**src/rtl/wl_afifo_pkg.sv**
```systemverilog
// Shared constants and Gray-code helpers for the asynchronous FIFO pointer blocks.
// The helpers work on zero-extended 32-bit values, so callers cast to and from their own pointer width.
package wl_afifo_pkg;

    localparam int unsigned WL_AFIFO_L_DEFAULT = 3;
    localparam int unsigned WL_AFIFO_CODE_W    = 32;

    function automatic logic [WL_AFIFO_CODE_W-1:0] bin2gray(
        input logic [WL_AFIFO_CODE_W-1:0] bin
    );
        return bin ^ (bin >> 1);
    endfunction

    // Prefix XOR from the MSB down recovers the binary value.
    function automatic logic [WL_AFIFO_CODE_W-1:0] gray2bin(
        input logic [WL_AFIFO_CODE_W-1:0] gray
    );
        logic [WL_AFIFO_CODE_W-1:0] bin;
        bin = gray;
        for (int unsigned i = 1; i < WL_AFIFO_CODE_W; i++) begin
            bin = bin ^ (gray >> i);
        end
        return bin;
    endfunction

endpackage : wl_afifo_pkg

```
**src/rtl/wl_afifo_wptr_full_if.sv**
```systemverilog
// Write-side bundle between the producer/FIFO RAM and the write pointer block.
// L is the FIFO address width; pointers carry one extra wrap bit.
interface wl_afifo_wptr_full_if
    import wl_afifo_pkg::*;
#(
    parameter int unsigned L = WL_AFIFO_L_DEFAULT
);

    logic         wclr;
    logic         winc;
    logic [L:0]   gray_rptr;
    logic         wen;
    logic [L-1:0] waddr;
    logic [L:0]   bin_wptr;
    logic [L:0]   gray_wptr;
    logic [L:0]   w2_gray_rptr;
    logic         wfull;
    logic         wovf;

    modport master (
        output wclr,
        output winc,
        output gray_rptr,
        input  wen,
        input  waddr,
        input  bin_wptr,
        input  gray_wptr,
        input  w2_gray_rptr,
        input  wfull,
        input  wovf
    );

    modport slave (
        input  wclr,
        input  winc,
        input  gray_rptr,
        output wen,
        output waddr,
        output bin_wptr,
        output gray_wptr,
        output w2_gray_rptr,
        output wfull,
        output wovf
    );

endinterface : wl_afifo_wptr_full_if

```
**src/rtl/wl_sync2.sv**
```systemverilog
// Two-flop synchronizer for a Gray-coded pointer crossing into clk_i.
// Only the reset clears it; functional clears belong to the pointer owners.
module wl_sync2 #(
    parameter int unsigned W = 4
) (
    input  logic         clk_i,
    input  logic         rst_b_i,
    input  logic [W-1:0] d_i,
    output logic [W-1:0] q_o
);

    logic [W-1:0] meta_q;
    logic [W-1:0] sync_q;

    always_ff @(posedge clk_i or negedge rst_b_i) begin
        if (!rst_b_i) begin
            meta_q <= '0;
            sync_q <= '0;
        end else begin
            meta_q <= d_i;
            sync_q <= meta_q;
        end
    end

    assign q_o = sync_q;

endmodule : wl_sync2

```
**src/rtl/wl_afifo_wptr_full.sv**
```systemverilog
// Write-domain pointer and full-flag stage of the asynchronous FIFO.
// Full is computed from the next pointer so a filling write blocks the very next request.
module wl_afifo_wptr_full
    import wl_afifo_pkg::*;
#(
    parameter int unsigned L = WL_AFIFO_L_DEFAULT
) (
    input  logic                 wclk,
    input  logic                 wrst_b,
    wl_afifo_wptr_full_if.slave  bus
);

    localparam int unsigned PW = L + 1;

    logic [PW-1:0] bin_q,   bin_d;
    logic [PW-1:0] gray_q,  gray_d;
    logic          wfull_q, wfull_d;
    logic          wovf_q,  wovf_d;

    logic [PW-1:0] w2_gray_rptr;
    logic [PW-1:0] bin_next;
    logic [PW-1:0] gray_next;
    logic [PW-1:0] full_gray;
    logic          full_val;
    logic          wen_c;

    wl_sync2 #(
        .W (PW)
    ) u_rptr_sync (
        .clk_i   (wclk),
        .rst_b_i (wrst_b),
        .d_i     (bus.gray_rptr),
        .q_o     (w2_gray_rptr)
    );

    // Full when the next write pointer equals the synced read pointer with its two top Gray bits inverted.
    always_comb begin
        wen_c     = bus.winc & ~wfull_q;
        bin_next  = bin_q + PW'(wen_c);
        gray_next = PW'(bin2gray(WL_AFIFO_CODE_W'(bin_next)));
        full_gray = {~w2_gray_rptr[L:L-1], w2_gray_rptr[L-2:0]};
        full_val  = (gray_next == full_gray);
    end

    // Next-state: clear wins over any write in the same cycle.
    always_comb begin
        bin_d   = bin_next;
        gray_d  = gray_next;
        wfull_d = full_val;
        wovf_d  = wovf_q | (bus.winc & wfull_q);
        if (bus.wclr) begin
            bin_d   = '0;
            gray_d  = '0;
            wfull_d = 1'b0;
            wovf_d  = 1'b0;
        end
    end

    always_ff @(posedge wclk or negedge wrst_b) begin
        if (!wrst_b) begin
            bin_q   <= '0;
            gray_q  <= '0;
            wfull_q <= 1'b0;
            wovf_q  <= 1'b0;
        end else begin
            bin_q   <= bin_d;
            gray_q  <= gray_d;
            wfull_q <= wfull_d;
            wovf_q  <= wovf_d;
        end
    end

    assign bus.wen          = wen_c;
    assign bus.waddr        = bin_q[L-1:0];
    assign bus.bin_wptr     = bin_q;
    assign bus.gray_wptr    = gray_q;
    assign bus.w2_gray_rptr = w2_gray_rptr;
    assign bus.wfull        = wfull_q;
    assign bus.wovf         = wovf_q;

endmodule : wl_afifo_wptr_full

```
**src/flat_wrapper.sv**
```systemverilog
// flat-port wrapper written by rule: the top's interface ports become plain ports
module wl_afifo_wptr_full_flat import wl_afifo_pkg::*;
#(
    parameter int unsigned L = WL_AFIFO_L_DEFAULT
)
  (wclk, wrst_b, bus_wclr, bus_winc, bus_gray_rptr, bus_wen, bus_waddr, bus_bin_wptr, bus_gray_wptr, bus_w2_gray_rptr, bus_wfull, bus_wovf);
  wl_afifo_wptr_full_if #(.L(L)) bus_i ();
  input  logic wclk;
  input  logic wrst_b;
  input wire logic [$bits(bus_i.wclr)-1:0] bus_wclr;
  input wire logic [$bits(bus_i.winc)-1:0] bus_winc;
  input wire logic [$bits(bus_i.gray_rptr)-1:0] bus_gray_rptr;
  output wire logic [$bits(bus_i.wen)-1:0] bus_wen;
  output wire logic [$bits(bus_i.waddr)-1:0] bus_waddr;
  output wire logic [$bits(bus_i.bin_wptr)-1:0] bus_bin_wptr;
  output wire logic [$bits(bus_i.gray_wptr)-1:0] bus_gray_wptr;
  output wire logic [$bits(bus_i.w2_gray_rptr)-1:0] bus_w2_gray_rptr;
  output wire logic [$bits(bus_i.wfull)-1:0] bus_wfull;
  output wire logic [$bits(bus_i.wovf)-1:0] bus_wovf;
  assign bus_i.wclr = bus_wclr;
  assign bus_i.winc = bus_winc;
  assign bus_i.gray_rptr = bus_gray_rptr;
  assign bus_wen = bus_i.wen;
  assign bus_waddr = bus_i.waddr;
  assign bus_bin_wptr = bus_i.bin_wptr;
  assign bus_gray_wptr = bus_i.gray_wptr;
  assign bus_w2_gray_rptr = bus_i.w2_gray_rptr;
  assign bus_wfull = bus_i.wfull;
  assign bus_wovf = bus_i.wovf;
  wl_afifo_wptr_full #(.L(L)) u_core (.wclk(wclk), .wrst_b(wrst_b), .bus(bus_i));
endmodule
```
**config.mk**
```make
export PLATFORM = sky130hd
export DESIGN_NAME = wl_afifo_wptr_full_flat
export DESIGN_NICKNAME = d
export VERILOG_FILES = /design/src/rtl/wl_afifo_pkg.sv /design/src/rtl/wl_afifo_wptr_full_if.sv /design/src/rtl/wl_sync2.sv /design/src/rtl/wl_afifo_wptr_full.sv /design/src/flat_wrapper.sv
export SDC_FILE = /design/constraint.sdc
export NUM_CORES = 1
export LEC_CHECK = 0
export ABC_AREA = 1
export CAP_MARGIN = 30
export CORE_MARGIN = 4
export CORE_UTILIZATION = 46
export DETAILED_ROUTE_END_ITERATION = 16
export GPL_TIMING_DRIVEN = 0
export PLACE_DENSITY = 0.82
export SLEW_MARGIN = 40
export SYNTH_ARGS = -nofsm -noshare
export SYNTH_HDL_FRONTEND = slang
export SYNTH_SLANG_ARGS = --single-unit
```
**constraint.sdc**
```tcl
create_clock -name wclk -period 2.4 [get_ports wclk]
set_input_delay 0.6 -clock wclk [delete_from_list [all_inputs] [get_ports wclk]]
set_output_delay 0.6 -clock wclk [all_outputs]
set_load 0.05 [all_outputs]
```
; ---- Word level (Yosys, flattened, before mapping)
; Index checks and enable logic that the tools add are counted.
[word_totals]
ff_bits = 18
input_bits = 8
out_inout_bits = 18
elab_cells = 18
[classes]
n_addsub = 1
n_eq_ne = 1
muxes = 4
bitwise_logic = 6
[op_table]
columns = op, n
row1 = 4-bit two-way mux, 2
row2 = 4-bit by 1-bit adder with 4-bit output, 1
row3 = 4-bit == test, 1
row4 = 4-bit by 3-bit XOR with 4-bit output, 1
row5 = 1-bit AND, 2
row6 = 1-bit two-way mux, 2
row7 = 2-bit NOT, 1
row8 = 1-bit NOT, 1
row9 = 1-bit OR, 1

; ---- Logic depth before layout (Yosys ltp)
[logic_depth]
depth_word = 6
ltp_mapped = 13
mapped_depth_nobuf = 13

; ---- Cells and area by module
; A second synthesis with hierarchy kept.
[hier_totals]
cells_unflattened = 79
hier_area_um2 = 733.2
[by_module_without_submodules]
columns = mod, instances, cells_each, area_per_inst_um2, seq_area_each_um2
row1 = wl_afifo_wptr_full, 1, 71, 533.0, 225.2
row2 = wl_sync2, 1, 8, 200.2, 200.2

; ---- Worst setup path after synthesis
; No wires, ideal clock.
[synth_timing]
kind = register to register
start = reg u_core.wfull_q, in the netlist u_core.bus.wfull
end = reg u_core.wfull_q, in the netlist u_core.bus.wfull
setup_time_ns = 0.114
arrival_ns = 2.423
required_time_ns = 2.286
path_slack_ns = -0.137
path_stages_with_launch = 12
path_buffers = 0
synth_period_minus_slack_ns = 2.537
path_cell_list = dfrtp_1 -> nor2_1 -> ha_1 -> ha_1 -> inv_2 -> nand2_1 -> nand2_1 -> nand2_1 -> nand3b_1 -> nor2_1 -> nand2_1 -> nor2_2
[synth_between]
elab_chain_cells = 6
[synth_lines]
columns = item, line_no
row1 = from (decl), wl_afifo_wptr_full.sv:17  ; logic wfull_q, wfull_d;
row2 = from (signal assigned), wl_afifo_wptr_full.sv:68  ; wfull_q <= wfull_d;
row3 = 1-bit NOT, wl_afifo_wptr_full.sv:38  ; wen_c = bus.winc & ~wfull_q;
row4 = 1-bit AND, wl_afifo_wptr_full.sv:38
row5 = named net bus_wen, flat_wrapper.sv:13  ; output wire logic [$bits(bus_i.wen)-1:0] bus_wen;
row6 = 4-bit by 1-bit adder with 4-bit output, wl_afifo_wptr_full.sv:39  ; bin_next = bin_q + PW'(wen_c);
row7 = 4-bit by 3-bit XOR with 4-bit output, wl_afifo_pkg.sv:11  ; return bin ^ (bin >> 1);
row8 = 4-bit == test, wl_afifo_wptr_full.sv:42  ; full_val = (gray_next == full_gray);
row9 = 1-bit two-way mux, wl_afifo_wptr_full.sv:51  ; if (bus.wclr) begin
row10 = named net u_core.wfull_d, wl_afifo_wptr_full.sv:17
; The timed path passes the listed nets, and every way through them passes these cells.

; ---- Worst setup path after layout
[layout_timing]
start = in bus_winc
end = out bus_wen
[layout_between]
elab_chain_cells = 1
[layout_lines]
columns = item, line_no
row1 = from (decl), flat_wrapper.sv:11  ; input wire logic [$bits(bus_i.winc)-1:0] bus_winc;
row2 = 1-bit AND, wl_afifo_wptr_full.sv:38
row3 = to (decl), flat_wrapper.sv:13
; Every way passes these cells.

==> out/summary.log <==
INFO  outcome        run_status=complete, no violations
INFO  detailed_routing viasPerCell=4.95
INFO  yosys          syn-cell-area=731µm²
INFO  clocking       post_cts_buffers=0
INFO  layout         final_cells=123
INFO  clocking       cts.htree.levels=1
INFO  die            io_pins=26
INFO  setup_path     worst-endpoint-required=1800ps
INFO  global_route   antenna_found_initial=0
INFO  die            die_width=47.9µm
INFO  timing         remaining_max_slew_budget_at_the_tightest_pin=0.530
INFO  detailed_routing drt_pass1_iterations=5
INFO  clocking       clock_tree.buffer_depth=2
INFO  detailed_routing wl_per_cell=11.4µm
INFO  power_and_ir_drop seqPwrFrac=0.486
INFO  global_route   grt_overflow_total=0
INFO  job            drv.max_cap_violation_count=0
INFO  detailed_routing route.top_layer_used=met4
INFO  power_and_ir_drop pwr-share-clk=0.230
INFO  layout         finalNetCount=118
INFO  timing         worstMarginPinSlew=703ps
INFO  layout         layout.filler_cells=131
INFO  detailed_routing final_antenna_net_count=0
INFO  setup_path     endpoint_kind=output pin
INFO  placed_design  io_buffer_count=24
INFO  layout         regArea=425µm²
INFO  global_route   vias_in_the_first_global_route=536
INFO  clocking       tritoncts=done
INFO  timing         max_clock_freq=0.430GHz
INFO  detailed_routing wirelength_met1=475µm
INFO  die            core_area=1510µm²
INFO  clocking       tritoncts_sink_count=17
INFO  timing         final_hold_slack=357ps
INFO  yosys          postSynthRegisterBits=17
INFO  layout         multiInputGateArea=250µm²
INFO  power_and_ir_drop internal_power=0.429mW
INFO  power_and_ir_drop power_frac_comb=0.284
INFO  clocking       insertion_delay=290ps
INFO  setup_path     arrival=1720ps
INFO  timing         finalHoldViolCount=0
INFO  power_and_ir_drop switching_share=0.336
INFO  placed_design  hpwlAfterDp=1180µm
INFO  layout         final_layout_size_suffix_gt1_frac=0.159
INFO  die            die_height=47.9µm
INFO  detailed_routing postRouteWirelength=1400µm
INFO  layout         final_core_util=0.678
INFO  layout         mostFrequentLayoutCells=23 x sky130_fd_sc_hd__clkdlybuf4s50_1, 21 x sky130_fd_sc_hd__nand2_1, 17 x sky130_fd_sc_hd__dfrtp_1, 10 x sky130_fd_sc_hd__nor2_1, 5 x sky130_fd_sc_hd__inv_1
INFO  setup_path     critPathLaunchType=input port
INFO  timing         setup_violations=0
INFO  power_and_ir_drop ir_drop=452µV
INFO  detailed_routing remaining_drc_errors=0
INFO  clocking       cts.reportedPaths.clkPinSlew=90ps
INFO  yosys          synth.yosys.seq_area_share=0.582
INFO  setup_path     critical-path-max-stage-delay=510ps
INFO  timing         skew=0.683ps
INFO  global_route   first_pass_grt_wire_length=2170µm
INFO  yosys          synth-warning-count=0
INFO  die            design.die.area=2290µm²
INFO  clocking       cts_buffers=3
INFO  timing         setup_total_negative_slack=0ps
INFO  detailed_routing met2_length=797µm
INFO  timing         rsz0062_at_grt=false
INFO  power_and_ir_drop total_net_switching_power=0.217mW
INFO  yosys          synth_cell_type_count=14
INFO  hold_path      hold_path.class=flip-flop to flip-flop
INFO  clocking       clock-root-buffer=sky130_fd_sc_hd__clkbuf_4
INFO  yosys          synth_nets=89
INFO  global_route   groute.usage.overall=0.143
INFO  timing         report.final.slew_viol_count=0
INFO  setup_path     crit_slowest_cell=sky130_fd_sc_hd__clkdlybuf4s15_1
INFO  yosys          syn_inst=79
INFO  power_and_ir_drop cellLeakagePower=0.493nW
INFO  layout         insertedDiodeCount=0
INFO  die            floorplan.initialDensity=0.485
INFO  die            fp-row-count=14
INFO  setup_path     critPathMaxFanout=2
INFO  layout         layout_commonest_cell=sky130_fd_sc_hd__clkdlybuf4s50_1
INFO  detailed_routing dr.first_iter.drc_count=11
INFO  placed_design  dpl.cell_count=119
INFO  power_and_ir_drop power_density=634nW/µm²
INFO  setup_path     path_class=input port to output pin
INFO  detailed_routing met3RoutedLength=108µm
INFO  detailed_routing detailroute.via_count=609
INFO  global_route   grt_max_degree=18
INFO  placed_design  place.gp.congestion=0.737
INFO  setup_path     cp_cell_sequence=clkdlybuf4s50_1 -> inv_1 -> nor2_2 -> clkdlybuf4s15_1
INFO  layout         area_delta_synth_final=39.7%
INFO  timing         min_period_over_period=0.969
INFO  yosys          post_synth.cell_area_avg=9.25µm²
INFO  timing         period_minus_slack=2320ps
[metal layers]
layer,global-route usage,up-vias
li1,-,299
met1,0.136,284
met2,0.272,24
met3,0.0338,2
met4,0.0806,0
met5,0,-
[state kept, by name, indices dropped and copies added, names as in the netlist]
signal,count
u_core.u_rptr_sync.q_o,4
u_core.bus.bin_wptr,4
u_core.bus.gray_wptr,3
u_core.u_rptr_sync.meta_q,4
u_core.bus.wfull,1
u_core.bus.wovf,1
[final timing paths]
| path | startpoint | to | slack, ps | depth (start not counted) |
|---|---|---|---|---|
| worst max-delay path | bus_winc | bus_wen | 80 | 4 |
| worst min-delay path | u_core.u_rptr_sync.meta_q[1] | u_core.u_rptr_sync.q_o[1] | 360 | 0 |
| worst max register to register | u_core.bus.wfull | u_core.bus.wfull | 710 | 11 |
| worst min register to register | u_core.u_rptr_sync.meta_q[1] | u_core.u_rptr_sync.q_o[1] | 360 | 0 |
| max in group asynchronous | wrst_b | u_core.bus.bin_wptr[2] | 1230 | 1 |
| min in group asynchronous | wrst_b | u_core.u_rptr_sync.meta_q[2] | 730 | 1 |
[cell families (layout without fill, tap and decap cells)]
| group | after synthesis | after routing | share of synthesized area |
|---|---|---|---|
| AND/OR/NAND/NOR | 47 | 47 | 0.291 |
| flip-flops | 17 | 17 | 0.582 |
| buffers and inverters | 11 | 39 | 0.0788 |
| adder cells (fa/ha/maj) | 2 | 2 | 0.0342 |
| AO/OA/AOI/OAI | 2 | 2 | 0.0137 |
[timing repair]
action	in CTS	in global routing
hold buffers	0	0
gates resized for setup	1	1
setup endpoints to repair	1	1
[worst max-delay path, delay by kind of cell]
kind                   cells  cell delay [ps]
buffers and inverters      3             1030
AND/OR/NAND/NOR            1               90
[power by group through the flow]
stage / Combinational [mW] / Clock [mW] / Sequential, mW
floorplan: 0.0724 / 0 / 0.367
global placement: 0.181 / 0 / 0.318
detailed placement: 0.185 / 0 / 0.320
CTS: 0.185 / 0.155 / 0.315
global route: 0.196 / 0.162 / 0.316
finish: 0.184 / 0.149 / 0.314
[cell type report]
cell class | instances | share of cell area
multi-input cells | 51 | 0.245
clock buffers | 3 | 0.0221
repair buffers | 24 | 0.235
plain buffers | 5 | 0.0343
inverters | 6 | 0.0221
clock inverters | 1 | 0.00490
well taps | 16 | 0.0196
flip-flops and latches | 17 | 0.417
[Yosys cell counts]
master,count,area share
sky130_fd_sc_hd__nand3b_1,3,0.031
sky130_fd_sc_hd__ha_1,2,0.034
sky130_fd_sc_hd__buf_4,4,0.041
sky130_fd_sc_hd__nand2_1,21,0.11
sky130_fd_sc_hd__dfrtp_1,17,0.58
sky130_fd_sc_hd__nand3_1,4,0.027
sky130_fd_sc_hd__nand2_2,4,0.034
sky130_fd_sc_hd__nor2_1,11,0.057
sky130_fd_sc_hd__nand4_1,2,0.017
sky130_fd_sc_hd__a21oi_1,2,0.014
sky130_fd_sc_hd__inv_1,5,0.026
sky130_fd_sc_hd__nor2_2,2,0.017
sky130_fd_sc_hd__buf_2,1,0.0068
sky130_fd_sc_hd__inv_2,1,0.0051
[through the flow]
stage	cell area (µm²)	worst slack, ps	power (mW)
4_1_cts	1020	32.7	0.655
2_1_floorplan	733	128	0.439
3_5_place_dp	993	-240	0.506
6_report	1020	75.2	0.647
5_1_grt	1020	18.7	0.675
3_3_place_gp	993	-239	0.500
Power figures use the tool's default switching activity.
